### config.mk
export PLATFORM = sky130hd
export DESIGN_NAME = axi_ad9144_tx_sequencer
export DESIGN_NICKNAME = d
export VERILOG_FILES = /design/src/rtl/axi_ad9144_tx_seq_pkg.sv /design/src/rtl/axi_ad9144_tx_seq_trig_sync.sv /design/src/rtl/axi_ad9144_tx_sequencer.sv
export SDC_FILE = /design/constraint.sdc
export NUM_CORES = 1
export LEC_CHECK = 0
export BUFFER_PORTS_ARGS = -buffer_cell sky130_fd_sc_hd__buf_2
export CAP_MARGIN = 20
export CORE_AREA = 3 3 208 210
export CTS_CLUSTER_DIAMETER = 150
export DETAILED_ROUTE_END_ITERATION = 8
export DIE_AREA = 0 0 211 213
export GPL_ROUTABILITY_DRIVEN = 0
export PLACE_DENSITY_LB_ADDON = 0.3
export REMOVE_ABC_BUFFERS = 1
export SYNTH_ARGS = -nofsm -noshare
export SYNTH_HDL_FRONTEND = slang
export SYNTH_HIERARCHICAL = 1
export SYNTH_SLANG_ARGS = --single-unit
### constraint.sdc
create_clock -name dac_clk -period 3.07 [get_ports dac_clk]
set_clock_uncertainty 0.1 [all_clocks]
set_input_delay 0 -clock dac_clk [delete_from_list [all_inputs] [get_ports dac_clk]]
set_output_delay 0 -clock dac_clk [all_outputs]
set_load 0.02 [all_outputs]
### src/rtl/axi_ad9144_tx_seq_pkg.sv
// rtl/axi_ad9144_tx_seq_pkg.sv - shared state encoding and widths for the AD9144 TX sequencer
package axi_ad9144_tx_seq_pkg;

   localparam int STATE_W   = 3;
   localparam int CH_DATA_W = 64;

   typedef enum logic [STATE_W-1:0] {
      ST_IDLE      = 3'd0,
      ST_WAIT_LINK = 3'd1,
      ST_ARMED     = 3'd2,
      ST_PRIME     = 3'd3,
      ST_RUN       = 3'd4,
      ST_FAULT     = 3'd5
   } seq_state_e;

   // States in which the DMA is asked for data.
   function automatic logic is_streaming(input seq_state_e s);
      return (s == ST_PRIME) || (s == ST_RUN);
   endfunction

endpackage

### src/rtl/axi_ad9144_tx_seq_trig_sync.sv
// rtl/axi_ad9144_tx_seq_trig_sync.sv - 2-flop synchronizer and rising-edge detect for ext_trig
module axi_ad9144_tx_seq_trig_sync (
   input  logic clk_i,
   input  logic rst_i,
   input  logic trig_i,
   output logic rise_o
);

   logic meta_q;
   logic sync_q;
   logic prev_q;

   always_ff @(posedge clk_i) begin
      if (rst_i) begin
         meta_q <= 1'b0;
         sync_q <= 1'b0;
         prev_q <= 1'b0;
      end else begin
         meta_q <= trig_i;
         sync_q <= meta_q;
         prev_q <= sync_q;
      end
   end

   assign rise_o = sync_q & ~prev_q;

endmodule

### src/rtl/axi_ad9144_tx_sequencer.sv
// rtl/axi_ad9144_tx_sequencer.sv - start/stop sequencer for the AD9144 JESD TX datapath
// Define AXI_AD9144_TX_SEQ_UNF_CNT_EN to add the stat_unf_count underflow total output.
module axi_ad9144_tx_sequencer #(
   parameter int NUM_CHANNELS       = 4,
   parameter int DATA_WIDTH         = 256,
   parameter int LINK_STABLE_CYCLES = 16,
   parameter int PRIME_CYCLES       = 4,
   parameter int UNF_LIMIT          = 8
) (
   input  logic                    dac_clk,
   input  logic                    dac_rst,
   input  logic                    cfg_start,
   input  logic                    cfg_stop,
   input  logic                    cfg_sync_en,
   input  logic                    cfg_fault_clr,
   input  logic [NUM_CHANNELS-1:0] cfg_enable,
   input  logic                    ext_trig,
   input  logic                    tx_ready,
   input  logic                    dac_dunf,
   input  logic [DATA_WIDTH-1:0]   dac_ddata,
`ifdef AXI_AD9144_TX_SEQ_UNF_CNT_EN
   output logic [15:0]             stat_unf_count,
`endif
   output logic [NUM_CHANNELS-1:0] dac_valid,
   output logic                    tx_valid,
   output logic [DATA_WIDTH-1:0]   tx_data,
   output logic [2:0]              stat_state,
   output logic                    stat_link_lost,
   output logic                    stat_fault
);
   import axi_ad9144_tx_seq_pkg::*;

   localparam int LINK_W  = $clog2(LINK_STABLE_CYCLES) + 1;
   localparam int PRIME_W = $clog2(PRIME_CYCLES) + 1;
   localparam int UNF_W   = $clog2(UNF_LIMIT) + 1;

   localparam logic [LINK_W-1:0]  LINK_LAST  = LINK_W'(LINK_STABLE_CYCLES - 1);
   localparam logic [PRIME_W-1:0] PRIME_LAST = PRIME_W'(PRIME_CYCLES - 1);
   localparam logic [UNF_W-1:0]   UNF_LAST   = UNF_W'(UNF_LIMIT - 1);

   seq_state_e                state_q, state_d;
   logic [LINK_W-1:0]         link_cnt_q, link_cnt_d;
   logic [PRIME_W-1:0]        prime_cnt_q, prime_cnt_d;
   logic [UNF_W-1:0]          unf_cnt_q, unf_cnt_d;
   logic                      link_lost_q, link_lost_d;
   logic [NUM_CHANNELS-1:0]   dac_valid_q;
   logic                      tx_valid_q;
   logic [DATA_WIDTH-1:0]     tx_data_q;
   logic                      fault_q;
   logic [DATA_WIDTH-1:0]     en_mask;
   logic                      trig_rise;
   logic                      start_ok;

   axi_ad9144_tx_seq_trig_sync u_trig_sync (
      .clk_i  (dac_clk),
      .rst_i  (dac_rst),
      .trig_i (ext_trig),
      .rise_o (trig_rise)
   );

   // A disabled channel's 64b slice never reaches the link.
   for (genvar c = 0; c < NUM_CHANNELS; c++) begin : g_mask
      assign en_mask[c*CH_DATA_W +: CH_DATA_W] = {CH_DATA_W{cfg_enable[c]}};
   end

   assign start_ok = (state_q == ST_IDLE) && cfg_start && !cfg_stop;

   always_comb begin
      state_d     = state_q;
      link_cnt_d  = link_cnt_q;
      prime_cnt_d = prime_cnt_q;
      unf_cnt_d   = unf_cnt_q;
      link_lost_d = link_lost_q;

      if (state_q != ST_IDLE && cfg_stop) begin
         state_d = ST_IDLE;
      end else begin
         case (state_q)
            ST_IDLE: begin
               if (start_ok) begin
                  state_d     = ST_WAIT_LINK;
                  link_lost_d = 1'b0;
               end
            end
            ST_WAIT_LINK: begin
               if (!tx_ready) begin
                  link_cnt_d = '0;
               end else if (link_cnt_q == LINK_LAST) begin
                  state_d = cfg_sync_en ? ST_ARMED : ST_PRIME;
               end else begin
                  link_cnt_d = link_cnt_q + 1'b1;
               end
            end
            ST_ARMED: begin
               if (!tx_ready) begin
                  state_d = ST_WAIT_LINK;
               end else if (trig_rise) begin
                  state_d = ST_PRIME;
               end
            end
            ST_PRIME: begin
               if (!tx_ready) begin
                  state_d     = ST_WAIT_LINK;
                  link_lost_d = 1'b1;
               end else if (prime_cnt_q == PRIME_LAST) begin
                  state_d = ST_RUN;
               end else begin
                  prime_cnt_d = prime_cnt_q + 1'b1;
               end
            end
            ST_RUN: begin
               if (!tx_ready) begin
                  state_d     = ST_WAIT_LINK;
                  link_lost_d = 1'b1;
               end else if (dac_dunf) begin
                  if (unf_cnt_q == UNF_LAST) begin
                     state_d = ST_FAULT;
                  end else begin
                     unf_cnt_d = unf_cnt_q + 1'b1;
                  end
               end else begin
                  unf_cnt_d = '0;
               end
            end
            ST_FAULT: begin
               if (cfg_fault_clr) begin
                  state_d = ST_IDLE;
               end
            end
            default: state_d = ST_IDLE;
         endcase
      end

      // Every state entry starts its counters from zero.
      if (state_d != state_q) begin
         link_cnt_d  = '0;
         prime_cnt_d = '0;
         unf_cnt_d   = '0;
      end
   end

   // Outputs are derived from the next state so they line up with stat_state.
   always_ff @(posedge dac_clk) begin
      if (dac_rst) begin
         state_q     <= ST_IDLE;
         link_cnt_q  <= '0;
         prime_cnt_q <= '0;
         unf_cnt_q   <= '0;
         link_lost_q <= 1'b0;
         dac_valid_q <= '0;
         tx_valid_q  <= 1'b0;
         tx_data_q   <= '0;
         fault_q     <= 1'b0;
      end else begin
         state_q     <= state_d;
         link_cnt_q  <= link_cnt_d;
         prime_cnt_q <= prime_cnt_d;
         unf_cnt_q   <= unf_cnt_d;
         link_lost_q <= link_lost_d;
         dac_valid_q <= is_streaming(state_d) ? (cfg_enable & {NUM_CHANNELS{tx_ready}}) : '0;
         tx_valid_q  <= (state_d != ST_IDLE) && (state_d != ST_FAULT);
         fault_q     <= (state_d == ST_FAULT);
         if (state_q == ST_RUN && state_d == ST_RUN && !dac_dunf) begin
            tx_data_q <= dac_ddata & en_mask;
         end else begin
            tx_data_q <= '0;
         end
      end
   end

`ifdef AXI_AD9144_TX_SEQ_UNF_CNT_EN
   logic [15:0] unf_total_q;

   always_ff @(posedge dac_clk) begin
      if (dac_rst || start_ok) begin
         unf_total_q <= '0;
      end else if (state_q == ST_RUN && dac_dunf && unf_total_q != 16'hffff) begin
         unf_total_q <= unf_total_q + 16'd1;
      end
   end

   assign stat_unf_count = unf_total_q;
`endif

   assign dac_valid      = dac_valid_q;
   assign tx_valid       = tx_valid_q;
   assign tx_data        = tx_data_q;
   assign stat_state     = state_q;
   assign stat_link_lost = link_lost_q;
   assign stat_fault     = fault_q;

endmodule

Word level (Yosys, flattened, before mapping)
Index checks and enable logic that the tools add are counted.
- bits of input ports: 269
- output and inout port bits: 266
- logic and storage cells: 82
- bits in registers: 281
- equality and inequality tests: 17
- bitwise gates (word level): 8
- muxes and demuxes: 21
- reduce and logical (&&, ||, !) cells: 21
- add/subtract/negate cells: 3
- operators by type and width (kind ; count):
    256-bit bitwise AND ; 1
    3-bit two-way mux ; 12
    3-bit one-hot mux with 6 select lines ; 1
    3-bit by 2-bit equality test with 1-bit output, second input constant ; 4
    3-bit equality test, second input constant ; 4
    4-bit AND reduction ; 3
    5-bit two-way mux ; 2
    4-bit two-way mux ; 2
    2-bit != test, second input constant ; 4
    2-bit OR reduction ; 4
    1-bit logical AND ; 6
    3-bit nonzero test ; 2
    5-bit by 1-bit adder with 5-bit output, second input constant ; 1
    5-bit by 4-bit equality test with 1-bit output, second input constant ; 1
    1-bit NOT ; 5
    4-bit by 1-bit adder with 4-bit output, second input constant ; 1
    4-bit bitwise AND ; 1
    4-bit by 3-bit equality test with 1-bit output, second input constant ; 1
    3-bit by 1-bit adder with 3-bit output, second input constant ; 1
    3-bit by 1-bit equality test with 1-bit output, second input constant ; 1
    3-bit logical NOT ; 1
    1-bit two-way mux ; 3
    3-bit != test ; 1
    3-bit != test, second input constant ; 1
    other kinds (6) ; 7

Logic depth before layout (Yosys ltp)
- depth in word-level cells: 11
- mapped depth: 9
- gate-level depth less buffers: 8

By module
The synthesis kept the hierarchy.
- modules (own cells, without submodules) (module ; seq. area each (µm²) ; area each (µm²) ; times used ; cells each):
    axi_ad9144_tx_sequencer ; 5565.3 ; 8406.8 ; 1 ; 719
    axi_ad9144_tx_seq_trig_sync ; 60.1 ; 87.6 ; 1 ; 7

Worst setup path after synthesis
Ideal clock, no wire load.
- path kind: register to register
- start point: register link_cnt_q[0]
- end point: register dac_valid_q[0] (netlist: dac_valid[0])
- library setup time: 0.080 ns
- clock period less this slack: 2.388 ns
- path slack: 0.682 ns
- required time: 2.890 ns
- data arrival time: 2.208 ns
- path buffers: 0
- cell stages (with the launch flop): 9
- cell sequence: dfxtp_1 > ha_1 > and3_1 > ha_1 > nand3_1 > nor4bb_1 > or4_4 > mux2_4 > nor3b_1
- longest elaborated chain between the ends: 9
- elaborated cells between the ends (all ways): 10
- those cells by class: 3 x eq/ne; 4 x mux; 1 x bitwise; 2 x reduce/logical
- RTL lines (what ; RTL line ; source):
    start: declaration ; axi_ad9144_tx_sequencer.sv:42 ; logic [LINK_W-1:0] link_cnt_q, link_cnt_d;
    start signal: assignment ; axi_ad9144_tx_sequencer.sv:156 ; link_cnt_q <= link_cnt_d;
    5-bit by 4-bit equality test with 1-bit output * ; axi_ad9144_tx_sequencer.sv:88 ; end else if (link_cnt_q == LINK_LAST) begin
    3-bit two-way mux * ; axi_ad9144_tx_sequencer.sv:88 ;
    3-bit two-way mux * ; axi_ad9144_tx_sequencer.sv:86 ; if (!tx_ready) begin
    3-bit one-hot mux with 6 select lines * ; axi_ad9144_tx_sequencer.sv:78 ; case (state_q)
    3-bit two-way mux * ; axi_ad9144_tx_sequencer.sv:75 ; if (state_q != ST_IDLE && cfg_stop) begin
    3-bit by 2-bit equality test with 1-bit output / 3-bit equality test (equally long branches) ; axi_ad9144_tx_seq_pkg.sv:18 ; return (s == ST_PRIME) || (s == ST_RUN);
    1-bit logical OR * ; axi_ad9144_tx_seq_pkg.sv:18 ;
    1-bit NOT (no source line) * ; -- ;
    2-bit OR reduction (no source line) * ; -- ;
    end signal: assignment ; axi_ad9144_tx_sequencer.sv:160 ; dac_valid_q <= is_streaming(state_d) ? (cfg_enable & {NUM_CHANNELS{tx_ready}}) : '0;
    end: declaration ; axi_ad9144_tx_sequencer.sv:46 ; logic [NUM_CHANNELS-1:0] dac_valid_q;
Every way passes the cells marked *; elsewhere a longest branch is shown, timed or not.
A chain may end at the register's enable or synchronous reset.

Worst setup path in the final report
- start point: register state_q[2] (netlist: stat_state[2])
- end point: register tx_data_q[192] (netlist: tx_data[192])
- longest elaborated chain between the ends: 11
- elaborated cells between the ends (all ways): 28
- those cells by class: 6 x eq/ne; 13 x mux; 1 x bitwise; 8 x reduce/logical
- RTL lines (what ; RTL line ; source):
    start: declaration ; axi_ad9144_tx_sequencer.sv:41 ; seq_state_e state_q, state_d;
    start signal: assignment ; axi_ad9144_tx_sequencer.sv:155 ; state_q <= state_d;
    3-bit logical NOT ; axi_ad9144_tx_sequencer.sv:66, axi_ad9144_tx_sequencer.sv:78 ;
    1-bit logical AND (2 in series) ; axi_ad9144_tx_sequencer.sv:66 ; assign start_ok = (state_q == ST_IDLE) && cfg_start && !cfg_stop;
    3-bit two-way mux ; axi_ad9144_tx_sequencer.sv:80 ; if (start_ok) begin
    3-bit one-hot mux with 6 select lines ; axi_ad9144_tx_sequencer.sv:78 ;
    3-bit two-way mux ; axi_ad9144_tx_sequencer.sv:75 ;
    3-bit equality test ; axi_ad9144_tx_sequencer.sv:163 ; if (state_q == ST_RUN && state_d == ST_RUN && !dac_dunf) begin
    1-bit logical AND * (2 in series) ; axi_ad9144_tx_sequencer.sv:163 ;
    1-bit NOT (no source line) * ; -- ;
    2-bit OR reduction (no source line) * ; -- ;
    end signal: assignment ; axi_ad9144_tx_sequencer.sv:164 ; tx_data_q <= dac_ddata & en_mask;
    end: declaration ; axi_ad9144_tx_sequencer.sv:48 ; logic [DATA_WIDTH-1:0] tx_data_q;
Marks and branches as above.

==> results.toml <==
[die]
fp-row-count = 75
die_x_um = 211
ioPinCount = 535
die_h_um = 213
core_sq_um = 41800
die_area_sq_um = 44900
initial_core_util_pct = 20.3

[timing]
slew_viol_final = 0
hold_viol_final = 0
rsz0062_at_grt = "no"
tightest_slew_ns = 0.959
final-setup-viol-count = 0
fin_crit_ns = 2.82
finalCritPeriodShare_pct = 92.0
slew_headroom_pct = 36.0
clock.fmax_ghz = 0.354

[cts]
cts-root-buf = "clkbuf_16"
post_cts_resized = 0
clk_latency_ns = 0.57
cts_sinks = 281
htree_levels = 1
cts_buffers = 31
clockBufferDepth = 3
path_clk_slew_ns = 0.06
cts_setup_buffers = 0
tritoncts = "built"

[synth]
yosys_register_bits = 281
ys_seq_area_share_pct = 66.2
avgSynthCellArea_sq_um = 11.7
synth_top_cells_by_count = "281 x dfxtp_1, 257 x and3_1, 32 x buf_2"
synth_cell_types = 58
syn_area_sq_um = 8490
synth_warnings = 6
synthFlopType = "dfxtp_1"
synthCells = 726
async_flop_share_pct = 0
synth_top_area_share_pct = 66.2
yosys.area.top_type = "dfxtp_1"
synth-edff-count = 0
yosysMostFrequentCell = "dfxtp_1"
synth.area.top_cells = "dfxtp_1 66%, and3_1 19%, buf_2 1.9%"

[drt]
wl_met1_um = 12300
avgRoutedWirePerCell_um = 15.5
drc = 0
first_pass_iters = 4
antenna_left = 0
met2WireLength_um = 16800
highest_layer = "met4"
routed_via_density = 4.01
drt_iter0_drc = 544
wl_um = 32200
wl_met3_um = 2250
vias = 8310

[pwr]
p_total_mw = 7.99
p_leak_nw = 8.37
pwr-share-clk_pct = 47.2
p_per_area_nw_per_um2 = 518
seq_power_share_pct = 45.8
ir_worst_vdd_uv = 422
internal_power_mw = 6.23
sw_frac_of_total_pct = 22.0
p_sw_mw = 1.76
pwr-share-comb_pct = 7.1

[critical_path]
worstReg2RegEnd = "tx_data[192]"
reg2reg_from = "stat_state[2]"
endpoint_kind = "flop"
ff2ff_setup_slack_ns = 0.25
critPathLaunch = "stat_state[2]"
path_cells = "nor3b_1, a221oi_4, nor4_4, buf_12, and3_1, dlygate4sd3_1"
critPathKind = "flop to flop"
slowest_stage = "dfxtp_1"
rr_worst_depth = 6
startpoint_type = "flop"
cp_max_fo = 40
required_ns = 3.48
max_stage_delay_ns = 0.74
critical_path.top_delay_family = "simple AND/OR/NAND/NOR gates"
critPathArrivalTime_ns = 3.23
crit_buf_inv = 2

[layout]
fin_util_pct = 36.9
register_area_sq_um = 5630
n_fill_cell = 4040
layout.nets = 1783
drive_gt1_share_pct = 40.8
multiInputGateArea_sq_um = 2550
area_delta_synth_final_pct = 81.4
final_area_sq_um = 15400

[min_path]
min_from = "cfg_enable[3]"
min_path_cells = 2
min_to = "tx_data[203]"
hp-class = "input port to flop"

[grt]
grt_remaining_overflow = 0
track_usage_pct = 13.2
grt_pass1_vias = 8582
grt_max_degree = 88
antenna_found_initial = 0
grt_pass1_wl_um = 47200

[placement]
hpwl_um = 21400
placed_area_sq_um = 11700
port-buffer-count = 534

[job]
cap_violations = 0

[status]
status = "finished, final reports clean"
## state kept, by name, indices dropped and copies added, names as in the netlist, 3 cells and up
register,count
tx_data,256
link_cnt_q,5
dac_valid,4
unf_cnt_q,4
prime_cnt_q,3
stat_state,3
## cell usage in the layout, fill, tap and decap left out, drive strengths merged, types with 8 or more instances in the layout
master | netlist | layout
clkbuf | 30 | 40
dlygate4sd3 | 0 | 269
nor2 | 10 | 10
nand2 | 9 | 9
nor2b | 9 | 9
dfxtp | 281 | 281
clkinv | 0 | 8
and3 | 257 | 257
nor3 | 8 | 8
buf | 36 | 546
inv | 3 | 8
## worst max path at each step
stage / cells after the start / slack, ns / to
6_report: 6 / 0.25 / tx_data[192]
3_5_place_dp: 6 / 0.41 / tx_data[119]
2_1_floorplan: 4 / -5.63 / tx_data[0]
4_1_cts: 6 / 0.22 / tx_data[192]
5_1_grt: 6 / 0.07 / tx_data[192]
3_3_place_gp: 9 / 0.49 / dac_valid[2]
## worst register-to-register path, stage by stage, from the launching register on
cell and delay, ns:
dfxtp_1 0.74, nor3b_1 0.40, a221oi_4 0.18, nor4_4 0.34
buf_12 0.28, and3_1 0.18, dlygate4sd3_1 0.54
## area by class of cell
type,instances,area share (%)
flip-flops and latches,281,36.5
well taps,539,4.38
repair buffers,815,35.7
inverters,3,0.0731
diodes,1,0.0162
multi-input cells,376,16.5
clock buffers,40,5.71
clock inverters,18,1.12
## cells by family (layout without fill, tap and decap cells)
family,Yosys count,in the layout,share of synthesized area (%)
compound gates,30,30,2.95
flops,281,281,66.2
mux,2,2,0.295
fa+ha+maj,6,6,0.884
xor+xnor,5,5,0.604
buf+inv,69,876,3.87
other cells,0,1,0
simple gates,333,333,25.2
## what timing repair did
action,CTS,global route
hold endpoints to repair,281,0
hold buffers,269,0
setup endpoints to repair,0,0
## through the flow
step                      std cells  setup TNS, ns  hold slack (ns)  setup WS (ns)
after CTS                      2072              0           0.0409          0.223
after global routing           2072              0           0.0783         0.0703
after floorplan                 660       -1442.08          -0.0284          -5.63
final                          2073              0           0.0589          0.246
after global placement         1745              0            0.128          0.486
after detailed placement       1745              0            0.125          0.412
## power groups by stage
stage	combinational (mW)	clock [mW]	sequential, mW
2_1_floorplan	0.0521	0	3.74
3_3_place_gp	0.288	0	3.74
3_5_place_dp	0.287	0	3.74
4_1_cts	0.563	3.90	3.66
5_1_grt	0.612	4.06	3.65
6_report	0.564	3.77	3.66
## metal layers
metal | track usage [%] | vias up
met5 | 0 | -
met4 | 5.13 | 0
met3 | 3.47 | 60
met2 | 24.0 | 301
met1 | 14.7 | 3866
li1 | - | 4083
(Power assumes the default switching activity.)
